## config.mk

```make
export PLATFORM = sky130hd
export DESIGN_NAME = neuron_buffer_pingpong_ctrl
export DESIGN_NICKNAME = d
export VERILOG_FILES = /design/src/rtl/neuron_buffer_pingpong_ctrl.sv
export SDC_FILE = /design/constraint.sdc
export NUM_CORES = 1
export LEC_CHECK = 0
export BUFFER_PORTS_ARGS = -buffer_cell sky130_fd_sc_hd__buf_2
export CORE_AREA = 5 5 69 71
export CTS_BUF_LIST = sky130_fd_sc_hd__clkbuf_4
export CTS_CLUSTER_SIZE = 20
export DETAILED_ROUTE_END_ITERATION = 10
export DIE_AREA = 0 0 74 76
export HOLD_SLACK_MARGIN = 0.15
export PLACE_DENSITY_LB_ADDON = 0.3
export SYNTH_ARGS = -nofsm -noshare
export SYNTH_HDL_FRONTEND = slang
export SYNTH_SLANG_ARGS = --single-unit
```

## constraint.sdc

```tcl
create_clock -name i_clk -period 2.75 [get_ports i_clk]
set_input_delay 0.275 -clock i_clk [delete_from_list [all_inputs] [get_ports i_clk]]
set_output_delay 0.275 -clock i_clk [all_outputs]
set_load 0.02 [all_outputs]
```

## src/rtl/neuron_buffer_pingpong_ctrl.sv

```systemverilog
// Sequencer for the N1/N2 ping-pong neuron buffers. Each pass streams read
// addresses 0..numWords-1 and writes each result back at the same address
// LAT cycles later, then optionally swaps buffer roles.
// Latency: a pass takes numWords+LAT+1 unstalled cycles from start sample to done.
// Backpressure: i_stall freezes address generation, the delay line and the drain counter.
//
// Ports:
//   i_clk, i_reset        clock, synchronous active-high reset
//   i_start               begin a pass (IDLE only); latches i_numWords, i_doPoolingIn, i_swapEn
//   i_stall               freeze the pass pipeline
//   i_ioEn/i_ioAddress/i_ioWrite  host access to the read buffer (IDLE only)
//   o_readBufferSelect    0: N1 is the read buffer, 1: N2
//   o_doPooling           pooling mode latched at start
//   o_readBuffAddress     read-buffer address (pass counter or host address)
//   o_writeBuffAddress    write-buffer address (delay-line head)
//   o_nRWrite / o_nWWrite read-/write-buffer write enables
//   o_busy / o_done       not-IDLE flag, one-cycle end-of-pass pulse
module neuron_buffer_pingpong_ctrl #(
    parameter int A   = 7,
    parameter int LAT = 3
) (
    input  logic         i_clk,
    input  logic         i_reset,
    input  logic         i_start,
    input  logic [A-1:0] i_numWords,
    input  logic         i_doPoolingIn,
    input  logic         i_swapEn,
    input  logic         i_stall,
    input  logic         i_ioEn,
    input  logic [A-1:0] i_ioAddress,
    input  logic         i_ioWrite,
    output logic         o_readBufferSelect,
    output logic         o_doPooling,
    output logic [A-1:0] o_readBuffAddress,
    output logic [A-1:0] o_writeBuffAddress,
    output logic         o_nRWrite,
    output logic         o_nWWrite,
    output logic         o_busy,
    output logic         o_done
);

    localparam int DW = (LAT > 1) ? $clog2(LAT) : 1;
    localparam logic [DW-1:0] DRAIN_LAST = DW'(LAT - 1);

    typedef enum logic [1:0] {
        S_IDLE  = 2'd0,
        S_READ  = 2'd1,
        S_DRAIN = 2'd2,
        S_SWAP  = 2'd3
    } state_t;

    state_t        r_state;
    logic [A-1:0]  r_numWords;
    logic [A-1:0]  r_rdCnt;
    logic [DW-1:0] r_drainCnt;
    logic          r_swapEn;
    logic          r_doPooling;
    logic          r_rbSel;

    // Delay line: entry 0 is the tail (newest), entry LAT-1 the head.
    logic [LAT-1:0] r_dlVld;
    logic [A-1:0]   r_dlAddr [LAT];

    logic w_advance;
    logic w_pushVld;
    logic w_lastRead;

    assign w_advance  = ~i_stall & ((r_state == S_READ) || (r_state == S_DRAIN));
    assign w_pushVld  = (r_state == S_READ);
    assign w_lastRead = (r_rdCnt == (r_numWords - A'(1)));

    always_ff @(posedge i_clk) begin
        if (i_reset) begin
            r_dlVld <= '0;
            for (int i = 0; i < LAT; i++) r_dlAddr[i] <= '0;
        end else if (w_advance) begin
            for (int i = LAT - 1; i > 0; i--) begin
                r_dlVld[i]  <= r_dlVld[i-1];
                r_dlAddr[i] <= r_dlAddr[i-1];
            end
            r_dlVld[0]  <= w_pushVld;
            r_dlAddr[0] <= w_pushVld ? r_rdCnt : '0;
        end
    end

    always_ff @(posedge i_clk) begin
        if (i_reset) begin
            r_state     <= S_IDLE;
            r_numWords  <= '0;
            r_rdCnt     <= '0;
            r_drainCnt  <= '0;
            r_swapEn    <= 1'b0;
            r_doPooling <= 1'b0;
            r_rbSel     <= 1'b0;
        end else begin
            case (r_state)
                S_IDLE: begin
                    if (i_start) begin
                        r_numWords  <= i_numWords;
                        r_swapEn    <= i_swapEn;
                        r_doPooling <= i_doPoolingIn;
                        r_rdCnt     <= '0;
                        r_drainCnt  <= '0;
                        // An empty pass skips straight to the swap/done cycle.
                        r_state     <= (i_numWords != '0) ? S_READ : S_SWAP;
                    end
                end
                S_READ: begin
                    if (!i_stall) begin
                        r_rdCnt <= r_rdCnt + A'(1);
                        if (w_lastRead) r_state <= S_DRAIN;
                    end
                end
                S_DRAIN: begin
                    // The last valid entry reaches the head after LAT-1 further
                    // shifts and leaves on the next unstalled edge.
                    if (!i_stall) begin
                        if (r_drainCnt == DRAIN_LAST) r_state <= S_SWAP;
                        else                          r_drainCnt <= r_drainCnt + DW'(1);
                    end
                end
                S_SWAP: begin
                    if (r_swapEn) r_rbSel <= ~r_rbSel;
                    r_state <= S_IDLE;
                end
                default: r_state <= S_IDLE;
            endcase
        end
    end

    always_comb begin
        o_readBuffAddress = '0;
        o_nRWrite         = 1'b0;
        case (r_state)
            S_IDLE: begin
                // start wins over a simultaneous host access.
                if (i_ioEn && !i_start) begin
                    o_readBuffAddress = i_ioAddress;
                    o_nRWrite         = i_ioWrite;
                end
            end
            S_READ:  o_readBuffAddress = r_rdCnt;
            default: o_readBuffAddress = '0;
        endcase
    end

    assign o_nWWrite          = r_dlVld[LAT-1] & ~i_stall;
    assign o_writeBuffAddress = r_dlAddr[LAT-1];
    assign o_readBufferSelect = r_rbSel;
    assign o_doPooling        = r_doPooling;
    assign o_busy             = (r_state != S_IDLE);
    assign o_done             = (r_state == S_SWAP);

endmodule

```

### Yosys cells after proc, flatten, opt, wreduce, memory -nomap -nowiden

Memories as Yosys holds them, arrays and structs flattened.
Cells that the tools add are included.

| cells by class | value |
|---|---|
| add/subtract/negate cells | 3 |
| multipliers | 0 |
| div/mod/pow operators | 0 |
| order comparisons | 0 |
| eq/ne operators | 11 |
| shift-type cells | 0 |
| muxes and demuxes | 27 |
| bitwise logic cells | 7 |
| reductions and logical operators | 13 |

Operators by type and width:

| kind | number |
|---|---|
| $mux 7 | 7 |
| $pmux 7 s2 | 2 |
| $mux 2 | 9 |
| $ne 2x2->1 const B | 4 |
| $pmux 2 s4 | 1 |
| $add 7x1->7 const B | 1 |
| $eq 7x7->1 | 1 |
| $mux 1 | 7 |
| $reduce_bool 7->1 | 1 |
| $sub 7x1->7 const B | 1 |
| $eq 2x2->1 const B | 3 |
| $reduce_bool 2->1 | 3 |
| $reduce_and 5->1 | 1 |
| $ne 2x1->1 const B | 2 |
| $pmux 2 s2 | 1 |
| $reduce_and 2->1 | 2 |
| $reduce_and 4->1 | 1 |
| $or 1x1->1 | 3 |
| $reduce_and 3->1 | 1 |
| $add 2x1->2 const B | 1 |
| $and 1x1->1 | 2 |
| $eq 2x1->1 const B | 1 |
| $logic_not 2->1 | 1 |
| $not 1->1 | 2 |
| other kinds (3) | 3 |

| word-level totals | value |
|---|---|
| flip-flop bits (word level) | 24 |
| bits in latches | 0 |
| bits in writable memories | 21 |
| bits in read-only memories | 0 |
| output and inout bits | 20 |
| word-level logic and storage cells | 70 |
| memories kept | 1 |

Memories:

| memory | words | width | rd ports | clocked after memory_dff | wr ports | line | text |
|---|---|---|---|---|---|---|---|
| r_dlAddr | 3 | 7 | 3 | 0 | 3 | 62 | `logic [A-1:0] r_dlAddr [LAT];` |

### Depth between registers and ports, before layout

Gate-level depths: netlist (run 1).

| logic depth | value |
|---|---|
| depth after elaboration | 7 |
| mapped depth | 9 |

### Worst setup path before layout (run 1)

Ideal clock, no wire load.

| timing | value |
|---|---|
| path kind | reg2reg |
| start | register r_numWords[0] |
| end | register r_state[1] |
| data arrival time | 2136 ps |
| path slack | 523 ps |
| cell stages (with the launch flop) | 10 |
| buffers on the path | 1 |
| clock period less this slack | 2227 ps |
| path through | dfxtp_1 inv_1 ha_1 buf_2 o21ba_1 a221oi_2 a41oi_1 o41a_1 o31a_1 a311oi_1 |

| between the ends | value |
|---|---|
| word-level cells in the longest chain between the ends | 4 |

Ends and longest elaborated chain:

| what | line | text |
|---|---|---|
| from (decl) | 53 | `logic [A-1:0] r_numWords;` |
| from (signal assigned) | 99 | `r_numWords <= i_numWords;` |
| $sub 7x1->7 | 70 | `assign w_lastRead = (r_rdCnt == (r_numWords - A'(1)));` |
| $eq 7x7->1 | 70 |  |
| $ne 2x1->1 (no source line) | - |  |
| $reduce_and 5->1 (no source line) | - |  |
| to (signal assigned) | 105 | `r_state <= (i_numWords != '0) ? S_READ : S_SWAP;` |
| to (decl) | 52 | `state_t r_state;` |

No other way between the ends.
A chain may end at the register's enable or synchronous reset.

### Final worst setup path (run 1)

| timing | value |
|---|---|
| start | register r_state[0] |
| end | output port o_readBuffAddress[5] |

| between the ends | value |
|---|---|
| word-level cells in the longest chain between the ends | 2 |
| elaborated cells between the ends (all ways) | 3 |
| classes of those cells | eq/ne (1); mux (1); reduce/logical (1) |

Ends and longest elaborated chain:

| what | line | text |
|---|---|---|
| $eq 2x1->1 or $logic_not 2->1 (tied branches) | 134 | `case (r_state)` |
| $pmux 7 s2 * | 134 |  |
| to (decl) | 34 | `output logic [A-1:0] o_readBuffAddress,` |

Every way passes the cells marked *; elsewhere a longest branch is shown, timed or not.

==> results of run 1 <==
-- through the flow --
stage / hold slack (ns) / setup slack (ns) / total power, W / area (um^2)
2_1_floorplan: 0.411 / 0.523 / 0.00148 / 2240
3_3_place_gp: 0.439 / 0.489 / 0.00164 / 2430
3_5_place_dp: 0.447 / 0.390 / 0.00167 / 2430
4_1_cts: 0.265 / 0.293 / 0.00201 / 2580
5_1_grt: 0.275 / 0.136 / 0.00214 / 2580
6_report: 0.280 / 0.283 / 0.00200 / 2580
-- layout by cell type (no fill, tap or decap), types with 2 or more instances in the layout --
master          n
and3_1          7
dfxtp_1        24
nor2b_1         3
buf_4           2
nor3_1          4
nor3b_1         2
dlygate4sd3_1   9
xor2_1          6
a211oi_1        3
inv_1           9
a311oi_1        2
edfxtp_1       21
nor2_1         13
nand2_1        27
nand3_1         5
o31a_1          2
nand2b_1        3
ha_1            7
clkbuf_4        5
o21bai_1        2
inv_6           2
buf_2          41
xnor2_1         8
a22o_1          9
and2_1         16
a21oi_1        14
and4_2          2
-- worst max-delay path: cells and delay by family, from the launching register on --
kind | cells | cell delay (ns)
flip-flops | 1 | 0.36
adder cells (fa/ha/maj) | 1 | 0.31
AO/OA/AOI/OAI | 1 | 0.18
AND/OR/NAND/NOR | 2 | 0.69
buffers and inverters | 2 | 0.27
-- logic make-up (layout without fill, tap and decap cells) --
kind of cell | Yosys count | in the layout | synth area share [%]
AOI/OAI and AO/OA | 41 | 41 | 13.6
xor gates and xnor gates | 15 | 15 | 6.47
adders and majority gates | 7 | 7 | 3.90
buffers and inverters | 28 | 69 | 6.25
DFF | 45 | 45 | 49.5
and+or+nand+nor | 88 | 88 | 20.3
-- power groups by stage --
| stage | combinational [W] | clock [W] | sequential, W |
|---|---|---|---|
| 2_1_floorplan | 0.000606 | 0 | 0.000871 |
| 4_1_cts | 0.000794 | 0.000347 | 0.000871 |
| 6_report | 0.000789 | 0.000339 | 0.000870 |
| 3_3_place_gp | 0.000764 | 0 | 0.000881 |
| 3_5_place_dp | 0.000783 | 0 | 0.000886 |
| 5_1_grt | 0.000877 | 0.000380 | 0.000881 |
-- area by class of cell --
class	instances	area [um^2]	area share (%)
clock buffer	5	37.5	1.45
timing repair buffer	52	310	12.0
inverter	9	33.8	1.31
sequential	45	1110	43.1
multi-input combinational	151	997	38.7
tap	52	65.1	2.52
clock inverter	3	25.0	0.970
-- sequential cells by signal, indices dropped and copies added (netlist names) --
register / count
o_doPooling: 1
o_readBufferSelect: 1
r_dlAddr: 21
r_dlVld: 3
r_drainCnt: 2
r_numWords: 7
r_rdCnt: 7
r_state: 2
r_swapEn: 1
-- worst max-delay path by stage --
stage / from / end / slack, ns / cells after the start
floorplan: r_numWords[0]$_SDFFE_PP0P_ / r_state[1]$_SDFFE_PP0P_ / 0.52 / 9
global placement: r_numWords[0]$_SDFFE_PP0P_ / r_state[1]$_SDFFE_PP0P_ / 0.49 / 8
detailed placement: r_numWords[0]$_SDFFE_PP0P_ / r_state[1]$_SDFFE_PP0P_ / 0.39 / 8
CTS: r_state[0]$_SDFFE_PP0P_ / o_readBuffAddress[5] / 0.29 / 6
global route: r_state[1]$_SDFFE_PP0P_ / o_readBuffAddress[0] / 0.14 / 6
finish: r_state[0]$_SDFFE_PP0P_ / o_readBuffAddress[5] / 0.28 / 6
-- timing repair --
action,in CTS,in global routing
endpoints found under the hold margin,9,0
resized for setup,0,0
hold buffers,9,0
-- layer usage --
| metal | GRT usage (%) | up-vias | wire length, um |
|---|---|---|---|
| met4 | 4.35 | 0 | 44 |
| met1 | 20.0 | 786 | 1900 |
| li1 | - | 857 | - |
| met5 | 0 | - | 0 |
| met3 | 4.75 | 6 | 205 |
| met2 | 27.1 | 30 | 2130 |
==> results.py, run 1 <==
metrics = {
    "timing": {
        "hold_violations": 0,
        "relSlewSlack_pct": 30.7,
        "setup_viol_count_final": 0,
        "rsz0062_at_grt": "no",
        "post-route-period-util_pct": 89.7,
        "tns_ns": 0,
        "finalMaxSlewViolations": 0,
        "final.min_clock_period_ns": 2.47,
        "worst_pin_slew_ns": 1.03,
        "fmax_mhz": 405,
        "finClkSkew_ns": 0.0105,
    },
    "cts": {
        "clk_pin_slew_ns": 0.14,
        "cts.sinks": 45,
        "clockBufferDepth": 2,
        "cts-root-buf": "clkbuf_4",
        "cts_tree": "built",
        "clk_latency_ns": 0.37,
        "post_cts_buffers": 0,
        "cts_inserted_buffers": 5,
        "htreeDepth": 2,
    },
    "synthesis": {
        "synth_nets": 253,
        "synth_top_area_share_pct": 28.1,
        "synth_ff_type": "dfxtp_1",
        "yosysSeqAreaShare_pct": 49.5,
        "synth.distinct_cells": 41,
        "synthMostInstantiatedCell": "nand2_1",
        "synth_common_cells": "nand2_1 (27), dfxtp_1 (24), edfxtp_1 (21)",
        "synthArstFlopShare_pct": 0,
        "netlist_instances": 224,
        "synth_edf_count": 21,
        "synth_area_leaders": "edfxtp_1 (28%), dfxtp_1 (21%), nand2_1 (4.5%)",
        "ys.warnings.count": 0,
        "synth_area_mm2": 0.00224,
        "synth_top_cell_by_area": "edfxtp_1",
        "ys_seq_elements": 45,
        "synth_area_per_cell_um2": 10.0,
    },
    "worst_hold_path": {
        "hold_path_end": "r_drainCnt[0]$_SDFFE_PP0P_",
        "hold_path.class": "input port to flip-flop",
        "min_delay_path_depth": 2,
        "hp-start": "i_reset",
    },
    "global_routing": {
        "grt_overflow_total": 0,
        "grt_pass1_vias": 1578,
        "grt_usage_pct": 16.2,
        "grt_start_max_net_pins": 25,
        "grt_pass1_wl_mm": 7.12,
        "antenna_found_initial": 0,
    },
    "power_and_ir_drop": {
        "switching_power_w": 0.000766,
        "p_clk_share_pct": 17.0,
        "power_frac_seq_pct": 43.5,
        "combPwrFrac_pct": 39.5,
        "cellPowerDensity_mw_per_mm2": 774,
        "switching_share_pct": 38.3,
        "p_int_w": 0.00123,
        "ir_drop_mv": 0.456,
        "p_leak_nw": 1.10,
    },
    "placement": {
        "place_inst": 300,
        "hpwlAfterDp_mm": 3.07,
        "gp_congestion": 0.800,
        "port_buffers": 41,
    },
    "floorplanning": {
        "io_pins": 42,
        "rows": 24,
        "floorplan.die.height_um": 76,
        "dieWidth_um": 74,
        "dieArea_mm2": 0.00562,
        "core-area_mm2": 0.00417,
        "start_util_pct": 53.7,
    },
    "final_layout": {
        "layout-drive-gt1-share_pct": 21.5,
        "fin_cells": 317,
        "nNetsFinal": 293,
        "area_growth_pct": 15.0,
        "final_util_pct": 61.8,
        "antenna_cells": 0,
        "n_fill_cell": 363,
    },
    "route": {
        "drt_iter0_markers": 56,
        "dr.pass1.iters": 4,
        "drcViolationCount": 0,
        "wl_per_cell_um": 13.5,
        "vias": 1679,
        "ant_nets": 0,
        "viasPerCell": 5.30,
        "wl_mm": 4.27,
    },
    "setup_path": {
        "endpoint_kind": "output port",
        "crit_slowest_cell": "dfxtp_1",
        "setup.worst_path.class": "flip-flop to output port",
        "cp-start-kind": "flip-flop",
        "reg2reg_to": "r_state[1]$_SDFFE_PP0P_",
        "crit_path_cell_trace": "inv_1 > ha_1 > nor2b_1 > and2_1 > a22o_1 > buf_2",
        "r2r_slack_ns": 0.33,
        "rr_worst_depth": 8,
        "slowest_delay_ns": 0.36,
        "cp.required_ns": 2.48,
        "cp.arrival_ns": 2.19,
        "r2r_start": "r_numWords[0]$_SDFFE_PP0P_",
        "crit_fanout": 8,
    },
    "run": {
        "max-cap-violations": 0,
    },
    "run_status": {
        "outcome": "completed",
    },
}
No activity file was read; power rests on OpenSTA's default activity.
==> run 2, diff against run 1 <==
- ABC_AREA: default -> 1
- CORE_AREA: 5 5 69 71 -> 5 5 70 72
- DIE_AREA: 0 0 74 76 -> 0 0 75 77
==> run 2 against run 1 <==
Design area decreased by 0.15%. Maximum frequency increased by 21%. Hold slack got worse by 0.10 ns. Sequential power increased by 6.1%. Die area rose by 2.7%. Clock skew grew 0.0097 ns. Synthesized cell count increased by 24%. Critical path depth is 1 higher. First-iteration DRC count rose by 54%. Worst setup slack better by 0.43 ns. Clock power up 25%. Critical endpoint is now o_readBuffAddress[3]. Largest cell class unchanged.
==> results.py, run 2 <==
metrics = {
    "timing": {
        "worst_pin_slew_ns": 0.638,
        "hold_violations": 0,
        "finalMaxSlewViolations": 0,
        "fmax_mhz": 491,
        "final.min_clock_period_ns": 2.04,
        "setup_viol_count_final": 0,
        "rsz0062_at_grt": "no",
        "post-route-period-util_pct": 74.1,
        "setup_ws_ns": 0.712,
        "relSlewSlack_pct": 57.0,
        "tns_ns": 0,
        "finClkSkew_ns": 0.0203,
    },
    "global_routing": {
        "grt_overflow_total": 0,
        "antenna_found_initial": 0,
        "grt_pass1_wl_mm": 7.88,
        "grt_start_max_net_pins": 25,
        "grt_usage_pct": 17.0,
        "grt_pass1_vias": 1767,
    },
    "final_layout": {
        "nNetsFinal": 346,
        "top_regs": "r_dlAddr: 21 flops, r_numWords: 7 flops, r_rdCnt: 7 flops",
        "n_fill_cell": 390,
        "layout_common_cells": "inv_1 (46), nor2_1 (46), buf_2 (41)",
        "top_register": "r_dlAddr",
        "layout-drive-gt1-share_pct": 18.9,
        "antenna_cells": 0,
        "largest_register_ffs": 21,
        "area_growth_pct": 13.6,
    },
    "cts": {
        "htreeDepth": 2,
        "cts-root-buf": "clkbuf_4",
        "post_cts_buffers": 0,
        "cts.sinks": 45,
        "cts_inserted_buffers": 5,
        "cts_tree": "built",
        "cts.repair.resized": 0,
        "clockBufferDepth": 2,
        "clk_latency_ns": 0.36,
        "clk_pin_slew_ns": 0.15,
    },
    "synthesis": {
        "synth_area_per_cell_um2": 8.16,
        "synth_ff_type": "dfxtp_1",
        "synth_area_mm2": 0.00227,
        "yosysSeqAreaShare_pct": 49.0,
        "ys.warnings.count": 0,
        "synth_top_cell_by_area": "edfxtp_1",
        "synthArstFlopShare_pct": 0,
        "netlist_instances": 278,
        "synth_nets": 307,
        "synth_area_leaders": "edfxtp_1 (28%), dfxtp_1 (21%), inv_1 (7.6%)",
        "ys_seq_elements": 45,
        "synth.distinct_cells": 30,
        "synth_edf_count": 21,
        "synth_common_cells": "inv_1 (46), nor2_1 (46), nand2_1 (37)",
        "synth_top_area_share_pct": 27.8,
    },
    "floorplanning": {
        "rows": 24,
        "io_pins": 42,
        "dieWidth_um": 75,
        "core-area_mm2": 0.00423,
        "dieArea_mm2": 0.00578,
        "start_util_pct": 53.6,
        "floorplan.die.height_um": 77,
    },
    "setup_path": {
        "cp.required_ns": 2.48,
        "rr_worst_depth": 5,
        "crit_fanout": 9,
        "setup.worst_path.class": "flip-flop to output port",
        "startpoint": "r_state[0]$_SDFFE_PP0P_",
        "crit_path_cell_trace": "inv_1 > ha_1 > inv_2 > nor2_4 > nand3_1 > o21ai_0 > buf_2",
        "r2r_start": "r_state[0]$_SDFFE_PP0P_",
        "slowest_delay_ns": 0.36,
        "crit_slowest_cell": "dfxtp_1",
        "r2r_slack_ns": 0.88,
        "reg2reg_to": "r_rdCnt[5]$_SDFFE_PP0P_",
        "cp-endpoint": "o_readBuffAddress[3]",
        "cp.arrival_ns": 1.76,
        "cp-start-kind": "flip-flop",
        "endpoint_kind": "output port",
    },
    "run_status": {
        "outcome": "completed",
    },
    "placement": {
        "port_buffers": 41,
        "gp_congestion": 0.878,
        "hpwlAfterDp_mm": 3.40,
        "dp_slack_ns": 0.928,
    },
    "route": {
        "vias": 1833,
        "dr.pass1.iters": 6,
        "drt_iter0_markers": 86,
        "ant_nets": 0,
        "wl_per_cell_um": 12.2,
        "drcViolationCount": 0,
        "viasPerCell": 4.95,
        "m1WireLength_mm": 1.99,
        "wl_met2_mm": 2.19,
        "wl_mm": 4.51,
        "route.met3.wl_um": 299,
        "top_layer": "met4",
    },
    "run": {
        "max-cap-violations": 0,
    },
    "worst_hold_path": {
        "hold_path.class": "input port to flip-flop",
    },
    "power_and_ir_drop": {
        "ir_drop_mv": 0.563,
        "p_leak_nw": 1.17,
        "cellPowerDensity_mw_per_mm2": 848,
    },
}
-- run 2: cell types whose count changed in the layout (fill, tap and decap cells not counted), moves of 8 or more --
| cell | change |
|---|---|
| inv_1 | +37 |
| dlygate4sd3_1 | -8 |
| nand2_1 | +10 |
| nand3_1 | +13 |
| and2_1 | -15 |
| o21ai_0 | +21 |
| a22o_1 | -9 |
| nor2_1 | +33 |
-- run 2: metrics by stage --
stage | hold slack (ns) | util (%) | instances | power, W | cell area (um^2)
after floorplan | 0.347 | - | 278 | 0.00160 | 2270
after global placement | 0.463 | 58.5 | 361 | 0.00175 | 2480
after detailed placement | 0.468 | 58.5 | 361 | 0.00177 | 2480
after CTS | 0.170 | 60.8 | 370 | 0.00220 | 2580
after global routing | 0.178 | 60.8 | 370 | 0.00237 | 2580
final | 0.175 | 60.8 | 370 | 0.00219 | 2580
-- run 2: routing by layer --
layer,vias to the layer above,GRT usage (%)
met5,-,0
met4,0,4.98
met3,5,3.14
met2,54,28.7
met1,801,21.7
li1,973,-
-- run 2: cell type report --
| type | instances | area [um^2] | area share, % |
|---|---|---|---|
| well taps | 52 | 65.1 | 2.53 |
| clock buffers | 5 | 37.5 | 1.46 |
| flip-flops and latches | 45 | 1110 | 43.1 |
| clock inverters | 3 | 50.0 | 1.94 |
| inverters | 48 | 180 | 6.99 |
| repair buffers | 43 | 223 | 8.64 |
| multi-input cells | 174 | 910 | 35.3 |
-- run 2: logic make-up after synthesis --
group	count (synthesis)	synth area share, %
AOI/OAI and AO/OA	47	11.5
adders and majority gates	7	3.86
DFF	45	49.0
buffers and inverters	59	10.9
and+or+nand+nor	118	23.9
xor gates and xnor gates	2	0.772
-- run 2: worst min-delay path by stage --
stage | from | to | slack, ns | depth (start not counted)
4_1_cts | i_doPoolingIn | o_doPooling$_SDFFE_PP0P_ | 0.17 | 3
3_5_place_dp | r_dlVld[0]$_SDFFE_PP0P_ | r_dlVld[1]$_SDFFE_PP0P_ | 0.47 | 2
6_report | i_doPoolingIn | o_doPooling$_SDFFE_PP0P_ | 0.18 | 3
2_1_floorplan | i_reset | o_readBufferSelect$_SDFFE_PP0P_ | 0.35 | 1
3_3_place_gp | r_dlVld[1]$_SDFFE_PP0P_ | r_dlVld[2]$_SDFFE_PP0P_ | 0.46 | 2
5_1_grt | i_doPoolingIn | o_doPooling$_SDFFE_PP0P_ | 0.18 | 3
-- run 2: critical path: cells and delay by family (launching register included) --
family / cells / cell delay (ns)
buffers and inverters: 3 / 0.35
DFF: 1 / 0.36
AOI/OAI and AO/OA: 1 / 0.10
and+or+nand+nor: 2 / 0.35
adders and majority gates: 1 / 0.24
-- run 2: where the power goes --
part	leakage (nW)	internal, W	switching (W)
Combinational	0.704	0.000281	0.000555
Sequential	0.418	0.000855	0.0000680
Clock	0.0473	0.000199	0.000226
Total	1.17	0.00134	0.000849
-- run 2: repair_timing --
item,CTS,global route
endpoints found under the hold margin,3,0
hold buffers,1,0
endpoints found under the setup margin,0,0
